<file path="config.mk">
export PLATFORM = sky130hd
export DESIGN_NAME = dram_req_scheduler
export DESIGN_NICKNAME = d
export VERILOG_FILES = /design/src/rtl/dram_ctrl_pkg.sv /design/src/rtl/dram_rr_arbiter.sv /design/src/rtl/dram_req_scheduler.sv
export SDC_FILE = /design/constraint.sdc
export NUM_CORES = 1
export LEC_CHECK = 0
export ABC_AREA = 1
export CORE_ASPECT_RATIO = 1.75
export CORE_UTILIZATION = 45
export DETAILED_ROUTE_END_ITERATION = 8
export GPL_TIMING_DRIVEN = 0
export PLACE_DENSITY = 0.9
export SYNTH_ARGS = -nofsm -noshare
export SYNTH_HDL_FRONTEND = slang
export SYNTH_HIERARCHICAL = 1
export SYNTH_SLANG_ARGS = --single-unit
</file>
<file path="constraint.sdc">
create_clock -name clk -period 2.6 [get_ports clk]
set_input_delay 0.65 -clock clk [delete_from_list [all_inputs] [get_ports clk]]
set_output_delay 0.65 -clock clk [all_outputs]
set_load 0.005 [all_outputs]
</file>
<file path="src/rtl/dram_ctrl_pkg.sv">
// Shared types and default geometry for the DRAM controller front end.
// The scheduler and arbiter import this package.
package dram_ctrl_pkg;

   typedef enum logic [1:0] {
      ST_IDLE,
      ST_ISSUE,
      ST_REFRESH
   } sched_state_e;

   localparam int DEF_BANKS = 8;
   localparam int DEF_ROWS  = 128;
   localparam int DEF_COLS  = 8;

   localparam int BW = $clog2(DEF_BANKS);
   localparam int RW = $clog2(DEF_ROWS);
   localparam int CW = $clog2(DEF_COLS);

endpackage

</file>
<file path="src/rtl/dram_rr_arbiter.sv">
// Round-robin arbiter with its own rotating pointer.
// The pointer moves one past the winner whenever update_en accepts a grant.
module dram_rr_arbiter #(
   parameter  int NUM_REQ = 4,
   localparam int IW      = $clog2(NUM_REQ)
) (
   input  logic               clk,
   input  logic               rst_b,
   input  logic [NUM_REQ-1:0] req_val,
   input  logic               update_en,
   output logic [NUM_REQ-1:0] winner_oh,
   output logic [IW-1:0]      winner_idx
);

   logic [IW-1:0] rr_ptr_q, rr_ptr_d;
   logic          found;
   int            idx;

   // The search starts at rr_ptr and wraps explicitly, so NUM_REQ need not be a power of two.
   always_comb begin
      winner_oh  = '0;
      winner_idx = '0;
      found      = 1'b0;
      idx        = 0;
      for (int k = 0; k < NUM_REQ; k++) begin
         idx = int'(rr_ptr_q) + k;
         if (idx >= NUM_REQ) begin
            idx = idx - NUM_REQ;
         end
         if (!found && req_val[IW'(idx)]) begin
            found      = 1'b1;
            winner_idx = IW'(idx);
         end
      end
      winner_oh[winner_idx] = found;

      rr_ptr_d = rr_ptr_q;
      if (update_en && found) begin
         rr_ptr_d = (winner_idx == IW'(NUM_REQ - 1)) ? '0 : winner_idx + IW'(1);
      end
   end

   always_ff @(posedge clk or negedge rst_b) begin
      if (!rst_b) begin
         rr_ptr_q <= '0;
      end else begin
         rr_ptr_q <= rr_ptr_d;
      end
   end

endmodule

</file>
<file path="src/rtl/dram_req_scheduler.sv">
// Front-end scheduler for dram_ctrl_fsm: round-robin address requests plus periodic refresh.
// A command is held on the address outputs until cmd_done, with an IDLE cycle between jobs.
module dram_req_scheduler
   import dram_ctrl_pkg::*;
#(
   parameter  int NUMBER_OF_BANKS  = DEF_BANKS,
   parameter  int NUMBER_OF_ROWS   = DEF_ROWS,
   parameter  int NUMBER_OF_COLS   = DEF_COLS,
   parameter  int NUM_REQ          = 4,
   parameter  int REFRESH_INTERVAL = 1024,
   parameter  int REFRESH_CYCLES   = 16,
   localparam int BANK_W           = $clog2(NUMBER_OF_BANKS),
   localparam int ROW_W            = $clog2(NUMBER_OF_ROWS),
   localparam int COL_W            = $clog2(NUMBER_OF_COLS),
   localparam int GID_W            = $clog2(NUM_REQ)
) (
   input  logic                      clk,
   input  logic                      rst_b,
   input  logic [NUM_REQ-1:0]        req_val,
   input  logic [NUM_REQ*BANK_W-1:0] req_bank,
   input  logic [NUM_REQ*ROW_W-1:0]  req_row,
   input  logic [NUM_REQ*COL_W-1:0]  req_col,
   output logic [NUM_REQ-1:0]        req_gnt,
   input  logic                      cmd_done,
   output logic                      addr_val,
   output logic [BANK_W-1:0]         bank_id,
   output logic [ROW_W-1:0]          row_id,
   output logic [COL_W-1:0]          col_id,
   output logic                      refresh_flag,
   output logic [GID_W-1:0]          grant_id,
   output logic                      refresh_overrun
);

   localparam int TW = $clog2(REFRESH_INTERVAL);
   localparam int HW = $clog2(REFRESH_CYCLES + 1);
   localparam logic [TW-1:0] TIMER_RELOAD = TW'(REFRESH_INTERVAL - 1);
   localparam logic [HW-1:0] HOLD_INIT    = HW'(REFRESH_CYCLES - 1);

   sched_state_e         state_q, state_d;
   logic                 addr_val_q, addr_val_d;
   logic [BANK_W-1:0]    bank_q, bank_d;
   logic [ROW_W-1:0]     row_q, row_d;
   logic [COL_W-1:0]     col_q, col_d;
   logic [GID_W-1:0]     grant_id_q, grant_id_d;
   logic [NUM_REQ-1:0]   req_gnt_q, req_gnt_d;
   logic                 refresh_flag_q, refresh_flag_d;
   logic                 overrun_q, overrun_d;
   logic                 pending_q, pending_d;
   logic [TW-1:0]        timer_q, timer_d;
   logic [HW-1:0]        hold_q, hold_d;

   logic [NUM_REQ-1:0]   winner_oh;
   logic [GID_W-1:0]     winner_idx;
   logic                 arb_update;
   logic                 consume;
   logic                 expire;
   logic [BANK_W-1:0]    bank_sel;
   logic [ROW_W-1:0]     row_sel;
   logic [COL_W-1:0]     col_sel;

   dram_rr_arbiter #(
      .NUM_REQ (NUM_REQ)
   ) u_arb (
      .clk        (clk),
      .rst_b      (rst_b),
      .req_val    (req_val),
      .update_en  (arb_update),
      .winner_oh  (winner_oh),
      .winner_idx (winner_idx)
   );

   always_comb begin
      bank_sel = '0;
      row_sel  = '0;
      col_sel  = '0;
      for (int i = 0; i < NUM_REQ; i++) begin
         if (winner_oh[i]) begin
            bank_sel = req_bank[i*BANK_W +: BANK_W];
            row_sel  = req_row[i*ROW_W +: ROW_W];
            col_sel  = req_col[i*COL_W +: COL_W];
         end
      end
   end

   // Refresh is only taken from IDLE, so a pending refresh never interrupts a command.
   always_comb begin
      state_d        = state_q;
      addr_val_d     = addr_val_q;
      bank_d         = bank_q;
      row_d          = row_q;
      col_d          = col_q;
      grant_id_d     = grant_id_q;
      req_gnt_d      = '0;
      refresh_flag_d = refresh_flag_q;
      hold_d         = hold_q;
      arb_update     = 1'b0;
      consume        = 1'b0;

      case (state_q)
         ST_IDLE: begin
            if (pending_q) begin
               state_d        = ST_REFRESH;
               refresh_flag_d = 1'b1;
               hold_d         = HOLD_INIT;
               consume        = 1'b1;
            end else if (|req_val) begin
               state_d    = ST_ISSUE;
               addr_val_d = 1'b1;
               bank_d     = bank_sel;
               row_d      = row_sel;
               col_d      = col_sel;
               grant_id_d = winner_idx;
               req_gnt_d  = winner_oh;
               arb_update = 1'b1;
            end
         end
         ST_ISSUE: begin
            if (cmd_done) begin
               addr_val_d = 1'b0;
               state_d    = ST_IDLE;
            end
         end
         ST_REFRESH: begin
            if (hold_q == '0) begin
               refresh_flag_d = 1'b0;
               state_d        = ST_IDLE;
            end else begin
               hold_d = hold_q - HW'(1);
            end
         end
         default: begin
            state_d = ST_IDLE;
         end
      endcase

      expire    = (timer_q == '0);
      timer_d   = expire ? TIMER_RELOAD : timer_q - TW'(1);
      pending_d = expire ? 1'b1 : (consume ? 1'b0 : pending_q);
      overrun_d = expire & pending_q;
   end

   always_ff @(posedge clk or negedge rst_b) begin
      if (!rst_b) begin
         state_q        <= ST_IDLE;
         addr_val_q     <= 1'b0;
         bank_q         <= '0;
         row_q          <= '0;
         col_q          <= '0;
         grant_id_q     <= '0;
         req_gnt_q      <= '0;
         refresh_flag_q <= 1'b0;
         overrun_q      <= 1'b0;
         pending_q      <= 1'b0;
         timer_q        <= TIMER_RELOAD;
         hold_q         <= '0;
      end else begin
         state_q        <= state_d;
         addr_val_q     <= addr_val_d;
         bank_q         <= bank_d;
         row_q          <= row_d;
         col_q          <= col_d;
         grant_id_q     <= grant_id_d;
         req_gnt_q      <= req_gnt_d;
         refresh_flag_q <= refresh_flag_d;
         overrun_q      <= overrun_d;
         pending_q      <= pending_d;
         timer_q        <= timer_d;
         hold_q         <= hold_d;
      end
   end

   assign addr_val        = addr_val_q;
   assign bank_id         = bank_q;
   assign row_id          = row_q;
   assign col_id          = col_q;
   assign grant_id        = grant_id_q;
   assign req_gnt         = req_gnt_q;
   assign refresh_flag    = refresh_flag_q;
   assign refresh_overrun = overrun_q;

endmodule

</file>
Yosys cells after proc, flatten, opt, wreduce, memory -nomap -nowiden. Cells that the tools add are included.

Logic and storage cells: 131. Output and inout port bits: 22. Flip-flop bits (word level): 42. Input bits: 59.

Bitwise gates (word level): 3. Multiplexer cells: 65. Magnitude comparators: 10. Reduce and logical (&&, ||, !) cells: 20. Add/sub/neg operators: 10. Equality and inequality tests: 10.

Operators with widths (count): 2-to-1 mux 7 bit (4); 2-to-1 mux 2 bit (13); 2-to-1 mux 1 bit (25); 2-to-1 mux 3 bit (8); < comparator 2 x 4 -> 1 bit, second input constant (4); 2-to-1 mux 4 bit (3); != test 2 bit, second input constant (6); AND reduction 3 bit (4); logical NOT 10 bit (1); 2-to-1 mux 10 bit (1); 2-to-1 mux 5 bit (2); case mux 5 bit (2 select lines) (1); subtractor 10 x 1 -> 10 bit, second input constant (1); >= comparator 3 bit, second input constant (3); binary-select mux 1 bit (select 2 bit) (4); subtractor 2 x 1 -> 2 bit, second input constant (4); adder 2 x 2 -> 3 bit, second input constant (2); case mux 2 bit (3 select lines) (1); nonzero test 2 bit (3); logical AND 1 bit (5); logical NOT 5 bit (1); subtractor 5 x 1 -> 5 bit, second input constant (1); bitwise AND 4 bit (1); equality test 2 bit, second input constant (2); 15 further kinds (18).

Depth between registers and ports, before layout.
Depth in word-level cells: 24. Gate-level depth with buffers: 20. Depth with buffers taken out: 19.

Hierarchy. Netlist, hierarchy kept.

By module, submodules not included: dram_req_scheduler (cells each 267, times used 1, area each 2088.3 um2); dram_rr_arbiter (cells each 78, times used 1, area each 447.9 um2).

Worst setup path before layout. Ideal clock, no wire load.

Path kind: input-to-reg. Start point: input req_val[3]. End point: register bank_q[1], in the netlist bank_id[1]. Stages on the path: 16. Path slack: 0.248 ns. Library setup time: 0.069 ns. Required time: 2.531 ns. Arrival: 2.283 ns. Cell sequence: inv_1 nand2_1 and2_1 o21ai_1 nand2_1 nor2_1 nor2_2 ha_1 nand2_1 inv_1 inv_1 buf_2 nand3_1 a21oi_1 nand2_1 nand3_1.

RTL lines: start: declaration (RTL line dram_req_scheduler.sv:19) `input logic [NUM_REQ-1:0] req_val,`; binary-select mux 1 bit (select 2 bit) (RTL line dram_rr_arbiter.sv:30) `if (!found && req_val[IW'(idx)]) begin`; 2-to-1 mux 1 bit (implied by the code) (2 in a row) (RTL line dram_rr_arbiter.sv:30); 2-to-1 mux 1 bit (RTL line dram_rr_arbiter.sv:30); logical NOT 1 bit (RTL line dram_rr_arbiter.sv:30); logical AND 1 bit (RTL line dram_rr_arbiter.sv:30); 2-to-1 mux 1 bit (RTL line dram_rr_arbiter.sv:30); logical NOT 1 bit (RTL line dram_rr_arbiter.sv:30); logical AND 1 bit (RTL line dram_rr_arbiter.sv:30); [... 3 more ...]; 2-to-1 mux 2 bit (RTL line dram_rr_arbiter.sv:30); < comparator 2 x 3 -> 1 bit (implied by the code) or >= comparator 2 x 1 -> 1 bit (tied branches) (RTL line dram_rr_arbiter.sv:35) `winner_oh[winner_idx] = found;`; logical AND 1 bit (implied by the code) (RTL line dram_rr_arbiter.sv:35); 2-to-1 mux 1 bit (implied by the code) (RTL line dram_rr_arbiter.sv:35); demux 1 bit (select 2 bit); bitwise AND 4 bit (no source line) (*); named net winner_oh[1] (RTL line dram_req_scheduler.sv:52) `logic [NUM_REQ-1:0] winner_oh;`; 2-to-1 mux 3 bit (*) (3 in a row) (RTL line dram_req_scheduler.sv:77) `if (winner_oh[i]) begin`; end signal: assignment (RTL line dram_req_scheduler.sv:159) `bank_q <= bank_d;`; end: declaration (RTL line dram_req_scheduler.sv:41) `logic [BANK_W-1:0] bank_q, bank_d;`.

The timed path passes the listed nets; every way through them passes the cells marked *. The select of a mux whose other input is x is not followed. A chain may end at the register's enable or synchronous reset.

Final worst setup path.
Start point: input req_val[3]. End point: register row_q[6], in the netlist row_id[6].

RTL lines: binary-select mux 1 bit (select 2 bit) (RTL line dram_rr_arbiter.sv:30); 2-to-1 mux 1 bit (implied by the code) (2 in a row) (RTL line dram_rr_arbiter.sv:30); 2-to-1 mux 1 bit (RTL line dram_rr_arbiter.sv:30); logical NOT 1 bit (RTL line dram_rr_arbiter.sv:30); logical AND 1 bit (RTL line dram_rr_arbiter.sv:30); 2-to-1 mux 1 bit (RTL line dram_rr_arbiter.sv:30); logical NOT 1 bit (RTL line dram_rr_arbiter.sv:30); logical AND 1 bit (RTL line dram_rr_arbiter.sv:30); [... 3 more ...]; 2-to-1 mux 2 bit (RTL line dram_rr_arbiter.sv:30); < comparator 2 x 3 -> 1 bit (implied by the code) or >= comparator 2 x 1 -> 1 bit (tied branches) (RTL line dram_rr_arbiter.sv:35); logical AND 1 bit (implied by the code) (RTL line dram_rr_arbiter.sv:35); 2-to-1 mux 1 bit (implied by the code) (RTL line dram_rr_arbiter.sv:35); demux 1 bit (select 2 bit); bitwise AND 4 bit (no source line) (*); named net winner_oh[1] (RTL line dram_req_scheduler.sv:52); 2-to-1 mux 7 bit (*) (3 in a row) (RTL line dram_req_scheduler.sv:77); end signal: assignment (RTL line dram_req_scheduler.sv:160) `row_q <= row_d;`; end: declaration (RTL line dram_req_scheduler.sv:42) `logic [ROW_W-1:0] row_q, row_d;`.

Marked as above.

==> flow_summary.json <==
{
  "status": "complete, no violations",
  "crit_chain": "dlygate4sd2_1 > inv_1 > nand2_1 > and2_4 > o21ai_2 > nand2_2 > nor2_2 > nor2_2 > ha_1 > nand2_1 > inv_2 > buf_4 > a21oi_2 > a21oi_2 > nand2_1 > nand3_1",
  "drive_above_1_share": 0.1750,
  "cp.buffers_inverters": 4,
  "cp.arrival_ps": 2660,
  "power_frac_clock": 0.090,
  "first_iter_violations": 47,
  "seq_area_frac_synth": 0.4193,
  "p_per_area_nw_per_um2": 1277,
  "antenna_cells": 0,
  "async_flop_share": 1.000,
  "worst_slew_margin_rel": 0.4015,
  "grt_pass1_wl_mm": 11.32,
  "grt-ovfl-total": 0,
  "grt.total_usage": 0.2484,
  "critPathTopFamily": "simple AND/OR/NAND/NOR gates",
  "synth_flop_cell": "dfrtp_1",
  "p_int_mw": 2.458,
  "clk_pin_slew_worst_paths_ps": 80,
  "dieWidth_um": 58.75,
  "place_inst": 499,
  "required_ps": 2770,
  "synth_top_area_cell": "dfrtp_1",
  "tightestPinTransition_ps": 897.8,
  "fp.dieH_um": 101.3,
  "layout.cells.non_filler": 514,
  "fin_nets": 504,
  "synth_nets": 410,
  "viasPerCell": 5.257,
  "ys_top_cells_by_area": "dfrtp_1 32%, nand2_1 12%, dfstp_2 10%",
  "design.core.area_um2": 5343,
  "cpPeakStageDelay_ps": 260,
  "fin_crit_sh": 0.9587,
  "seqPwrFrac": 0.217,
  "fin_ws_ps": 107.4,
  "syn_area_um2": 2536,
  "antenna_left": 0,
  "syn_inst": 345,
  "dieArea_um2": 5952,
  "endpoint_kind": "flip-flop",
  "power.switching_mw": 2.182,
  "crit_fanout": 10,
  "fmax_ghz": 0.4012,
  "cts_buffers": 5,
  "critPathSlowestCell": "dlygate4sd2_1",
  "hp-class": "flip-flop to flip-flop",
  "drt_wl_total_mm": 7.100,
  "synth.distinct_cells": 27,
  "setup_viol": 0,
  "leakagePower_nw": 1.747,
  "cts_num_sinks": 42,
  "first_pass_iters": 4,
  "gp_congestion": 0.8270,
  "dr_total_vias": 2702,
  "cts_tree": "yes",
  "pin_count": 81,
  "grt_pass1_vias": 2698,
  "crit_path_start_kind": "primary input",
  "portBuffers": 80,
  "finalHoldViolCount": 0,
  "start_util": 0.4747,
  "drc": 0,
  "clk_path_buf_depth": 2,
  "critPathMostFrequentCell": "nand2_1",
  "layout-area-overhead-vs-synth_pct": 43.27,
  "synthDominantCellAreaShare": 0.3157,
  "power.share.combinational": 0.693,
  "fin_crit_ps": 2493,
  "dp_hpwl_mm": 5.276,
  "maxCapViolCount": 0,
  "dp_slack_ps": -584.1,
  "antenna_found_initial": 0,
  "clock-root-buffer": "clkbuf_8",
  "synth_edf_count": 0,
  "drv_slew": 0,
  "ir_drop_uv": 988.8,
  "wl_per_cell_um": 13.81,
  "grt_max_degree": 43,
  "final_common_cell": "nand2_1",
  "switching_share": 0.4702,
  "final_cell_mix": "82 x nand2_1, 75 x clkdlybuf4s50_1, 42 x nand3_1",
  "synth.avg_cell_area_um2": 7.351,
  "fin_skew_ps": 9.504,
  "ys_ff_latch": 42,
  "yosysWarnings": 6,
  "cts_max_level": 2,
  "num_rows": 35,
  "worstSetupPathType": "primary input to flip-flop",
  "insertion_delay_ps": 300
}
==> power groups by stage <==
| stage | Combinational, mW | Clock (mW) | Sequential, mW |
|---|---|---|---|
| after floorplan | 1.86 | 0 | 0.994 |
| after CTS | 3.03 | 0.422 | 0.999 |
| after global routing | 3.52 | 0.449 | 1.02 |
| after detailed placement | 2.71 | 0 | 1.00 |
| final | 3.22 | 0.418 | 1.00 |
| after global placement | 2.63 | 0 | 1.00 |
==> logic make-up (layout without fill, tap and decap cells) <==
| group | count (synthesis) | in the layout | share of synthesized area |
|---|---|---|---|
| buf+inv | 52 | 147 | 0.08633 |
| fa+ha+maj | 6 | 6 | 0.02960 |
| compound gates | 39 | 39 | 0.08042 |
| flops | 42 | 42 | 0.4193 |
| simple gates | 202 | 202 | 0.3705 |
| xor+xnor | 4 | 4 | 0.01381 |
==> flip-flops by register name, summed over array words and instances, names as in the netlist, 2 cells and up <==
name,cells
grant_id,2
hold_q,5
row_id,7
req_gnt,4
bank_id,3
timer_q,10
col_id,3
state_q,2
u_arb/rr_ptr_q,2
==> worst register-to-register path: cells and delay by family, from the launching register on <==
kind / cells / cell delay, ps
buffers and inverters: 3 / 370
adder cells (fa/ha/maj): 1 / 190
AND/OR/NAND/NOR: 11 / 980
AO/OA/AOI/OAI: 2 / 230
flip-flops: 1 / 530
==> final timing paths <==
kind                         endpoint         startpoint  cells past startpoint  slack, ps
hold / removal             timer_q[0]         timer_q[0]                      1        470
hold reg to reg            timer_q[0]         timer_q[0]                      1        470
setup / recovery            row_id[6]         req_val[3]                     16        110
min in group asynchronous  req_gnt[0]              rst_b                      1        480
max in group asynchronous  bank_id[2]              rst_b                      1       1570
setup reg to reg            row_id[6]  u_arb/rr_ptr_q[1]                     17        170
==> final cells by class <==
type	instances	area [um2]
clock inverters	2	13.76
fillers	442	1709
repair buffers	87	847.1
well taps	74	92.59
clock buffers	6	72.57
multi-input cells	251	1287
flip-flops and latches	42	1064
inverters	40	152.6
plain buffers	12	103.9
==> synth_stat cells (all sizes together) (4+ instances only) <==
| master | instances |
|---|---|
| nand3 | 45 |
| dfrtp | 32 |
| ha | 6 |
| dfstp | 10 |
| o21ai | 10 |
| buf | 9 |
| xor2 | 4 |
| a21oi | 27 |
| nand4 | 18 |
| nor2 | 41 |
| inv | 40 |
| nand2 | 96 |
==> stage by stage <==
step                      TNS, ps  instance area [um2]  power (mW)  hold WS [ps]    util
after floorplan                 0                 2536       2.856         354.4       -
after global placement     -10590                 3430       3.632         438.7  0.6419
final                           0                 3633       4.639         470.1  0.6801
after CTS                       0                 3591       4.454         472.2  0.6721
after global routing       -1.039                 3633       4.989         495.7  0.6801
after detailed placement    -8057                 3425       3.708         451.0  0.6410
==> what timing repair did <==
action                                  in CTS  in global routing
hold buffers                                 0                  0
endpoints found under the setup margin      14                 14
gates resized for setup                     30                  5
pin swaps                                    4                  5
gates cloned                                 1                  0
setup buffers                                2                  4
==> per-layer routing <==
layer / track usage / up-vias / part of all wire
met1: 0.2533 / 1274 / 0.36
met3: 0.02810 / 27 / 0.038
li1: - / 1304 / -
met5: 0 / - / 0
met2: 0.4712 / 97 / 0.55
met4: 0.1374 / 0 / 0.046
Power figures use the tool's default switching activity.
